--- config.mk ---
export PLATFORM = sky130hd
export DESIGN_NAME = park_space_allocator
export DESIGN_NICKNAME = d
export VERILOG_FILES = /design/src/rtl/park_space_allocator.sv
export SDC_FILE = /design/constraint.sdc
export NUM_CORES = 1
export LEC_CHECK = 0
export CAP_MARGIN = 20
export CORE_ASPECT_RATIO = 1.75
export CORE_MARGIN = 2
export CORE_UTILIZATION = 39
export DETAILED_ROUTE_END_ITERATION = 6
export PLACE_DENSITY_LB_ADDON = 0.2
export SLEW_MARGIN = 25
export SYNTH_ARGS = -nofsm -noshare
export SYNTH_HDL_FRONTEND = slang
export SYNTH_SLANG_ARGS = --single-unit
--- constraint.sdc ---
create_clock -name clk -period 2 [get_ports clk]
set_clock_uncertainty 0.1 [all_clocks]
set_input_delay 0.4 -clock clk [delete_from_list [all_inputs] [get_ports clk]]
set_output_delay 0.4 -clock clk [all_outputs]
set_load 0.005 [all_outputs]
--- src/rtl/park_space_allocator.sv ---
// Parking-lot space allocator: grants the lowest free eligible space, holds the entry gate, frees spaces on exit.
// Optional PARK_RESERVE_EN: space 7 is reserved for VIP requests.
module park_space_allocator #(
   parameter int GATE_HOLD_CYCLES = 4
) (
   input  logic       clk,
   input  logic       rst_n,
   input  logic       entry_req,
   input  logic       entry_vip,
   input  logic       exit_req,
   input  logic [2:0] exit_space,
   output logic       entry_ack,
   output logic [2:0] entry_space,
   output logic       entry_reject,
   output logic       gate_open,
   output logic       exit_err,
   output logic [7:0] free_map,
   output logic [3:0] free_count,
   output logic       full,
   output logic       empty
);

   typedef enum logic [1:0] {IDLE, ALLOC, GATE, REJECT} state_t;

   state_t     state_q, state_d;
   logic [3:0] timer_q, timer_d;
   logic       vip_q, vip_d;
   logic [7:0] free_map_q, free_map_d;
   logic [3:0] free_count_q, free_count_d;
   logic [2:0] space_q, space_d;
   logic       exit_err_q, exit_err_d;

   logic [7:0] eligible;
   logic       found;
   logic [2:0] grant_idx;
   logic [7:0] alloc_clr;
   logic [7:0] exit_set;
   logic       exit_ok;

`ifdef PARK_RESERVE_EN
   assign eligible = free_map_q & (vip_q ? 8'hFF : 8'h7F);
`else
   logic unused_vip;
   assign unused_vip = vip_q;
   assign eligible   = free_map_q;
`endif

   // Scan downward so the lowest set bit wins.
   always_comb begin
      found     = 1'b0;
      grant_idx = 3'd0;
      for (int i = 7; i >= 0; i--) begin
         if (eligible[i]) begin
            found     = 1'b1;
            grant_idx = 3'(i);
         end
      end
   end

   always_comb begin
      state_d      = state_q;
      timer_d      = timer_q;
      vip_d        = vip_q;
      space_d      = space_q;
      entry_ack    = 1'b0;
      entry_reject = 1'b0;
      gate_open    = 1'b0;
      alloc_clr    = 8'h00;
      case (state_q)
         IDLE: begin
            if (entry_req) begin
               vip_d   = entry_vip;
               state_d = ALLOC;
            end
         end
         ALLOC: begin
            if (found) begin
               entry_ack = 1'b1;
               space_d   = grant_idx;
               alloc_clr = 8'h01 << grant_idx;
               timer_d   = 4'(GATE_HOLD_CYCLES);
               state_d   = GATE;
            end else begin
               state_d = REJECT;
            end
         end
         GATE: begin
            gate_open = 1'b1;
            timer_d   = timer_q - 4'd1;
            if (timer_q <= 4'd1) begin
               state_d = IDLE;
            end
         end
         REJECT: begin
            entry_reject = 1'b1;
            state_d      = IDLE;
         end
         default: state_d = IDLE;
      endcase
   end

   // Exit is evaluated against the pre-edge map; a granted bit is never also an exit target.
   assign exit_ok      = exit_req & ~free_map_q[exit_space];
   assign exit_set     = exit_ok ? (8'h01 << exit_space) : 8'h00;
   assign exit_err_d   = exit_req & free_map_q[exit_space];
   assign free_map_d   = (free_map_q & ~alloc_clr) | exit_set;
   assign free_count_d = free_count_q + {3'b000, exit_ok} - {3'b000, entry_ack};

   always_ff @(posedge clk or negedge rst_n) begin
      if (!rst_n) begin
         state_q      <= IDLE;
         timer_q      <= 4'd0;
         vip_q        <= 1'b0;
         free_map_q   <= 8'hFF;
         free_count_q <= 4'd8;
         space_q      <= 3'd0;
         exit_err_q   <= 1'b0;
      end else begin
         state_q      <= state_d;
         timer_q      <= timer_d;
         vip_q        <= vip_d;
         free_map_q   <= free_map_d;
         free_count_q <= free_count_d;
         space_q      <= space_d;
         exit_err_q   <= exit_err_d;
      end
   end

   assign entry_space = entry_ack ? grant_idx : space_q;
   assign exit_err    = exit_err_q;
   assign free_map    = free_map_q;
   assign free_count  = free_count_q;
   assign full        = (free_count_q == 4'd0);
   assign empty       = (free_count_q == 4'd8);

endmodule

==> flow_metrics.tcl <==
set metrics [dict create \
    min-delay-path-class "input pin to async pin" \
    min_period_over_period 1.10 \
    dp_hpwl_um 2610 \
    place_area_um2 1850 \
    max_stage_delay_ps 390 \
    switchingPower_uw 1260 \
    synthMuxAreaShare 0.0307 \
    synthCells 133 \
    power_frac_clock 0.121 \
    critPathArrivalTime_ps 1700 \
    start_kind "register" \
    synth_top_family_by_area "simple AND/OR/NAND/NOR gates" \
    yosysSeqAreaShare 0.431 \
    synth_compound_area_frac 0.149 \
    diodes 0 \
    vdd_drop_max_mv 0.813 \
    io_buffers 27 \
    syn_to_final_growth_pct 63.7 \
    grt_start_max_net_pins 23 \
    crit-reg2reg-launch "free_map[5]" \
    drt_pass1_iterations 7 \
    syn_area_per_cell_um2 9.80 \
    post-route-min-period_ps 2200 \
    die_w_um 47.7 \
    hold_slack_ps 383 \
    synthAdderAreaFrac 0.0825 \
    relSlewSlack 0.776 \
    io_pins 29 \
    vias 1280 \
    rr_endpoint "free_count[3]" \
    clkLatencyLatePin_ps 270 \
    setup_ws_ps -201 \
    combPwrFrac 0.611 \
    antenna_found_initial 0 \
    r2r_slack_ps -170 \
    p_seq_frac 0.267 \
    viasPerCell 5.20 \
    status "complete, but fails checks" \
    drt-initial-drc-count 28 \
    grt_usage 0.208 \
    rr_worst_depth 11 \
    worst-path-buf-inv 4 \
    placementRows 27 \
    grt_setup_unrepaired "true" \
    dieArea_um2 3840 \
    numCtsBuffers 3 \
    cp_slowest_cell "dfstp_2" \
    cp_data_required_time_ps 1500 \
    p_int_uw 2170 \
    crit_fanout 3 \
    timing.final.max_slew_violations 0 \
    grt_overflow 0 \
    grt_pass1_wl_um 5600 \
    drive_gt1_frac 0.409 \
    h-tree-depth 1 \
    p_leak_uw 0.00103 \
    ys_warn_count 0 \
    grt_pass1_vias 1280 \
    start_util 0.411 \
    crit_path_frequent_cell "buf_6" \
    fp.coreArea_um2 3180 \
    cts_tree "yes" \
    synth_simple_gate_area_frac 0.223 \
    path_class "register to output pin" \
    violations "negative setup slack" \
    fmax_mhz 454 \
    die_h_um 80.5 \
    hold_viol_final 0 \
    syn-num-nets 149 \
    nNetsFinal 220 \
    design_power_total_uw 3430 \
    cts-root-buf "clkbuf_8" \
    crit_path_cell_trace "buf_6 -> buf_6 -> buf_4 -> o31a_1 -> o41ai_2 -> buf_2" \
    layout_common_cells "buf_4, dfrtp_1, buf_6" \
    drt_wl_total_um 3680 \
    pre_cts_ws_ps -669 \
    drc 0 \
    syn-cell-area_um2 1300 \
    synth_xor_area_frac 0.0336 \
    path_delay_family "compound AO/OA/AOI/OAI gates" \
    layout_commonest_cell "buf_4" \
    hold_buffers 0 \
    setup-violations-final 6 \
    synth.distinct_cells 40 \
    cts.clk_slew.worst_paths_ps 80 \
    drtAntennaViolNets 0 \
    end_kind "output pin" \
    clk_path_buf_depth 2 \
    wire_per_inst_um 15.0 \
    p_sw_frac 0.367 \
    tns_ps -999 \
    worstMarginPinSlew_ps 334 \
    postLayoutCellArea_um2 2130 \
    synth-seq-cells 22 \
    cellPowerDensity_nw_per_um2 1610 \
    gp_congestion 0.841 \
    clock-sinks 22 \
    max_cap_violations 0 \
]
-- sequential cells by signal, summed over array words and instances (netlist names) --
signal,cells
exit_err,1
state_q,2
timer_q,4
free_count,4
free_map,8
space_q,3
-- logic make-up (layout without fill, tap and decap cells) --
logic type / after synthesis / count (layout)
AOI/OAI and AO/OA: 26 / 26
xor gates and xnor gates: 5 / 5
adders and majority gates: 8 / 8
buffers and inverters: 14 / 84
DFF: 22 / 22
muxes: 4 / 4
and+or+nand+nor: 54 / 54
-- cell usage after synthesis --
cell,n,area share
mux2i_1,4,0.031
nor3b_1,2,0.012
and2b_1,1,0.0058
o31a_1,1,0.0067
xnor2_1,2,0.013
o21bai_1,1,0.0058
a22o_1,2,0.013
xor2_1,3,0.020
buf_2,2,0.0077
nor4_4,1,0.016
clkbuf_1,1,0.0029
a41oi_2,1,0.012
ha_1,7,0.067
nand2_1,13,0.037
a21oi_1,4,0.015
nand4_1,1,0.0048
buf_6,1,0.0086
o2bb2ai_1,1,0.0067
nand3b_1,2,0.012
and2_1,1,0.0048
dfrtp_1,13,0.25
inv_1,9,0.026
fa_1,1,0.015
or3_1,1,0.0048
buf_4,1,0.0058
or4_1,1,0.0058
nor2b_1,4,0.019
and4_1,1,0.0067
o31ai_1,4,0.023
nor3_1,2,0.0077
nand3_1,8,0.031
nand2b_1,4,0.019
dfstp_2,9,0.18
o21ai_0,6,0.023
a32o_1,2,0.015
a21o_1,1,0.0058
nor4_1,1,0.0048
a21bo_1,1,0.0077
o41ai_1,2,0.013
nor2_1,11,0.032
-- worst max path at each step --
| stage | from | endpoint | slack [ps] | cells after the start |
|---|---|---|---|---|
| floorplan | exit_space[1] | free_count[1] | -60 | 7 |
| global placement | exit_space[1] | free_count[1] | -570 | 7 |
| detailed placement | exit_space[1] | free_count[1] | -670 | 7 |
| CTS | free_map[7] | entry_space[1] | -200 | 7 |
| global route | free_map[5] | free_count[3] | -280 | 11 |
| finish | free_map[5] | entry_space[1] | -200 | 6 |
-- repair_timing --
item                       4_1_cts  5_1_grt
resized for setup               47       14
setup buffers                   12        5
setup endpoints to repair       13       10
pin swaps                       17        8
-- worst reg2reg max path: cells and delay by family (launching register included) --
family	cells	cell delay (ps)
mux	1	50
fa+ha+maj	1	210
flops	1	580
simple gates	4	470
compound gates	2	330
xor+xnor	1	170
buf+inv	2	190
-- metrics by stage --
step	std cells	util
floorplan	133	-
global placement	230	0.581
detailed placement	230	0.581
CTS	245	0.653
global route	246	0.672
finish	246	0.672
-- area by class of cell --
cell class                      instances  area, um^2
Clock inverter                          1        30.0
Timing Repair Buffer                   71         636
Sequential cell                        22         562
Fill cell                             268        1040
Clock buffer                            3        41.3
Multi-Input combinational cell         97         778
Inverter                                9        33.8
Tap cell                               43        53.8
-- metal layers --
layer | wire [um] | up-vias | GRT usage
met5 | 0 | - | 0
met4 | 136 | 0 | 0.103
met3 | 113 | 13 | 0.0292
met2 | 2190 | 41 | 0.408
met1 | 1240 | 620 | 0.182
li1 | - | 606 | -
-- power by group through the flow --
| stage | combinational [uW] | sequential [uW] | clock (uW) |
|---|---|---|---|
| 6_report | 2100 | 918 | 417 |
| 5_1_grt | 2310 | 942 | 445 |
| 4_1_cts | 2020 | 903 | 422 |
| 3_5_place_dp | 1790 | 893 | 0 |
| 3_3_place_gp | 1750 | 881 | 0 |
| 2_1_floorplan | 792 | 922 | 0 |
(Power assumes the default switching activity.)
